$ cat config.mk
export PLATFORM = sky130hd
export DESIGN_NAME = piso_shift_tx
export DESIGN_NICKNAME = d
export VERILOG_FILES = /design/src/rtl/piso_shift_tx.sv
export SDC_FILE = /design/constraint.sdc
export NUM_CORES = 1
export LEC_CHECK = 0
export BUFFER_PORTS_ARGS = -buffer_cell sky130_fd_sc_hd__buf_4
export CAP_MARGIN = 20
export CORE_AREA = 2 2 39 41
export DETAILED_ROUTE_END_ITERATION = 8
export DIE_AREA = 0 0 41 43
export GPL_ROUTABILITY_DRIVEN = 0
export SLEW_MARGIN = 20
export SYNTH_ARGS = -nofsm -noshare
export SYNTH_HDL_FRONTEND = slang
export SYNTH_SLANG_ARGS = --single-unit
export TNS_END_PERCENT = 20
$ cat constraint.sdc
create_clock -name clk -period 2.1 [get_ports clk]
set_input_delay 0.21 -clock clk [delete_from_list [all_inputs] [get_ports clk]]
set_output_delay 0.21 -clock clk [all_outputs]
set_load 0.005 [all_outputs]
$ cat src/rtl/piso_shift_tx.sv
// Parallel-in serial-out transmitter: accepts a word over valid/ready and shifts it out
// one bit per enabled cycle with frame strobes; consecutive words stream without a gap.
module piso_shift_tx #(
    parameter int WIDTH     = 4,
    parameter int MSB_FIRST = 1
) (
    input  logic             clk,
    input  logic             reset,
    input  logic [WIDTH-1:0] d,
    input  logic             load_valid,
    output logic             load_ready,
    input  logic             shift_en,
    output logic             sout,
    output logic             sout_valid,
    output logic             frame_start,
    output logic             frame_end,
    output logic             busy
);

    localparam int CNT_W = $clog2(WIDTH);
    localparam logic [CNT_W-1:0] LAST_CNT = CNT_W'(WIDTH - 1);

    typedef enum logic {
        IDLE,
        SHIFT
    } state_t;

    state_t           state;
    logic [WIDTH-1:0] shreg;
    logic [CNT_W-1:0] cnt;
    logic [WIDTH-1:0] shifted;
    logic             consume;
    logic             last;
    logic             accept;

    assign consume    = (state == SHIFT) && shift_en;
    assign last       = consume && (cnt == LAST_CNT);
    assign load_ready = (state == IDLE) || last;
    assign accept     = load_valid && load_ready;

    // The register always moves toward the output end so sout is a fixed tap.
    assign shifted = (MSB_FIRST != 0) ? {shreg[WIDTH-2:0], 1'b0}
                                      : {1'b0, shreg[WIDTH-1:1]};

    always_ff @(posedge clk or negedge reset) begin
        if (!reset) begin
            state <= IDLE;
            shreg <= '0;
            cnt   <= '0;
        end else if (accept) begin
            state <= SHIFT;
            shreg <= d;
            cnt   <= '0;
        end else if (last) begin
            state <= IDLE;
            shreg <= shifted;
            cnt   <= '0;
        end else if (consume) begin
            shreg <= shifted;
            cnt   <= cnt + CNT_W'(1);
        end
    end

    assign sout_valid  = (state == SHIFT);
    assign busy        = (state == SHIFT);
    assign frame_start = (state == SHIFT) && (cnt == '0);
    assign frame_end   = (state == SHIFT) && (cnt == LAST_CNT);
    assign sout        = (state != SHIFT) ? 1'b0
                       : ((MSB_FIRST != 0) ? shreg[WIDTH-1] : shreg[0]);

endmodule
==> impl_metrics.toml <==
[timing]
slew_headroom = 0.683
post-route-min-period_ns = 1.48
hold_ws_ns = 0.221
tightest_slew_ns = 0.476
post-route-period-util = 0.705
max_freq_ghz = 0.676
hold_viol = 0
finalSetupTns_ns = 0
drv_slew = 0
setup_viol = 0
fin_skew_ns = 0.00288
rsz0062_at_grt = "no"

[critical_path]
critPathLaunchType = "flop"
critPathCaptureType = "primary output"
r2r_cells = 3
required_ns = 1.89
rr_startpoint = "busy"
ff2ff_setup_slack_ns = 0.77
crit_fanout = 6
worst_r2r_endpoint = "shreg[3]"
crit_arrival_ns = 1.27
path_class = "reg2out"

[power_and_ir_drop]
power_density_mw_per_mm2 = 1150
leakage_nw = 0.309
ir_worst_vdd_uv = 427

[synth]
synth_cells = 53
synth.most_common_cell = "dfrtp_1"
synth_top_area_share = 0.355
synth_area_um2 = 493
yosys_register_bits = 7
synth_area_leader_cell = "dfrtp_1"
syn_nets = 63
ys_async_sr_fraction = 1.00
synth_edf_count = 0
seq_area_frac_synth = 0.355
netlist-cell-type-count = 24
syn_avg_cell_area_um2 = 9.30
ys_warn_count = 0
synth.area.top_cells = "dfrtp_1 (36%), mux2i_1 (6.1%), mux2_4 (6.1%)"
synth.top_cells.by_count = "dfrtp_1 (7), inv_1 (5), nand2_1 (4), o22ai_1 (4)"
yosys_most_used_dff = "dfrtp_1"

[status]
status = "finished, final reports clean"

[run]
drv_cap = 0

[clock_tree]
cts_buffers = 3
cts_buffer_depth = 2
cts-root-buf = "clkbuf_4"
path_clk_slew_ns = 0.05
cts_tree = "yes"
cts_resized = 0
clk_latency_ns = 0.26
cts_sinks = 7
h-tree-depth = 1

[route]
drt-total-wl_um = 1020
drcViolationCount = 0
drt_iter0_drc = 2
dr.pass1.iters = 4
vias = 413
routed_via_density = 4.98
antenna_left = 0
wl_per_cell_um = 12.3

[hold_path]
worstHoldEndpoint = "shreg[3]"
worst_hold_path_type = "in2reg"
min_path_cells = 2
min-delay-start = "shift_en"

[global_route]
grt_antenna_before_repair = 0
grt_max_degree = 18
grt_pass1_vias = 373
overflow = 0
grt_use_total = 0.144
grt_pass1_wl_um = 1660

[floorplanning]
dieArea_mm2 = 0.00176
row_count = 14
core-area_mm2 = 0.00138
die_h_um = 43
die_width_um = 41
ioPinCount = 14
initial_core_util = 0.356

[cells_and_area]
drive_gt1_frac = 0.313
area_delta_synth_final_pct = 25.4
diodes = 0
finish.utilization = 0.447
final_nets = 78

[placement]
dp_hpwl_um = 778
port_buffers = 13
## cell families (layout without fill, tap and decap cells)
family	after synthesis	count (layout)	synth area share
buffers and inverters	9	23	0.0965
DFF	7	7	0.355
muxes	5	5	0.122
adders and majority gates	2	2	0.0508
AOI/OAI and AO/OA	12	12	0.175
and+or+nand+nor	18	18	0.201
## worst max-delay path by stage
stage / end / slack (ns) / start / cells after the start
finish: load_ready / 0.62 / cnt[0] / 4
global route: load_ready / 0.52 / cnt[0] / 4
CTS: load_ready / 0.61 / cnt[0] / 4
detailed placement: shreg[3] / 0.77 / busy / 3
global placement: shreg[3] / 0.77 / busy / 3
floorplan: cnt[1] / 0.94 / cnt[0] / 4
## layer usage
| metal | vias up | track usage | routed length, um |
|---|---|---|---|
| li1 | 210 | - | - |
| met1 | 189 | 0.215 | 496 |
| met2 | 9 | 0.175 | 449 |
| met3 | 5 | 0.0157 | 37 |
| met4 | 0 | 0.120 | 41 |
| met5 | - | 0 | 0 |
## where the power goes
part / internal [mW] / switching, mW
combinational: 0.198 / 0.141
clock: 0.0729 / 0.0563
sequential: 0.191 / 0.0520
total: 0.462 / 0.249
## cell type report
| type | instances | area (um2) |
|---|---|---|
| Tap cell | 16 | 20.0 |
| Inverter | 5 | 18.8 |
| Multi-Input combinational cell | 37 | 270 |
| Fill cell | 140 | 766 |
| Clock buffer | 4 | 26.3 |
| Sequential cell | 7 | 175 |
| Timing Repair Buffer | 14 | 108 |
## repair_timing
item | in CTS | in global routing
setup buffers | 0 | 0
hold buffers | 1 | 0
endpoints found under the hold margin | 7 | 0
## through the flow
| step | power (mW) | instance area, um2 | std cells | setup WS (ns) |
|---|---|---|---|---|
| 6_report | 0.711 | 618 | 83 | 0.620 |
| 5_1_grt | 0.777 | 618 | 83 | 0.521 |
| 4_1_cts | 0.723 | 618 | 83 | 0.609 |
| 3_5_place_dp | 0.589 | 582 | 78 | 0.775 |
| 3_3_place_gp | 0.583 | 582 | 78 | 0.771 |
| 2_1_floorplan | 0.472 | 493 | 53 | 0.938 |
## critical path: stages (launching register included)
cell and delay, ns:
dfrtp_1 0.40, ha_1 0.28, nand2_1 0.10, nand2_1 0.07
buf_4 0.16
## placed cells by master, fill, tap and decap left out
master and n:
buf_4 13, dfrtp_1 7, inv_1 5, nand2_1 4, o22ai_1 4, and2_1 3, nand2b_1 3, mux2i_1 3
a21oi_1 3, clkbuf_4 3, mux2_4 2, nor2b_1 2, nor2_1 2, ha_1 2, nand2_2 1, or2b_1 1
a211oi_1 1, a221oi_2 1, and2_2 1, a22o_1 1, nand3_1 1, o221ai_1 1, a31oi_1 1, clkbuf_1 1
dlygate4sd3_1 1
## registers in the layout, indices dropped and copies added (netlist names)
name,flops
busy,1
cnt,2
shreg,4
Power figures use the tool's default switching activity.
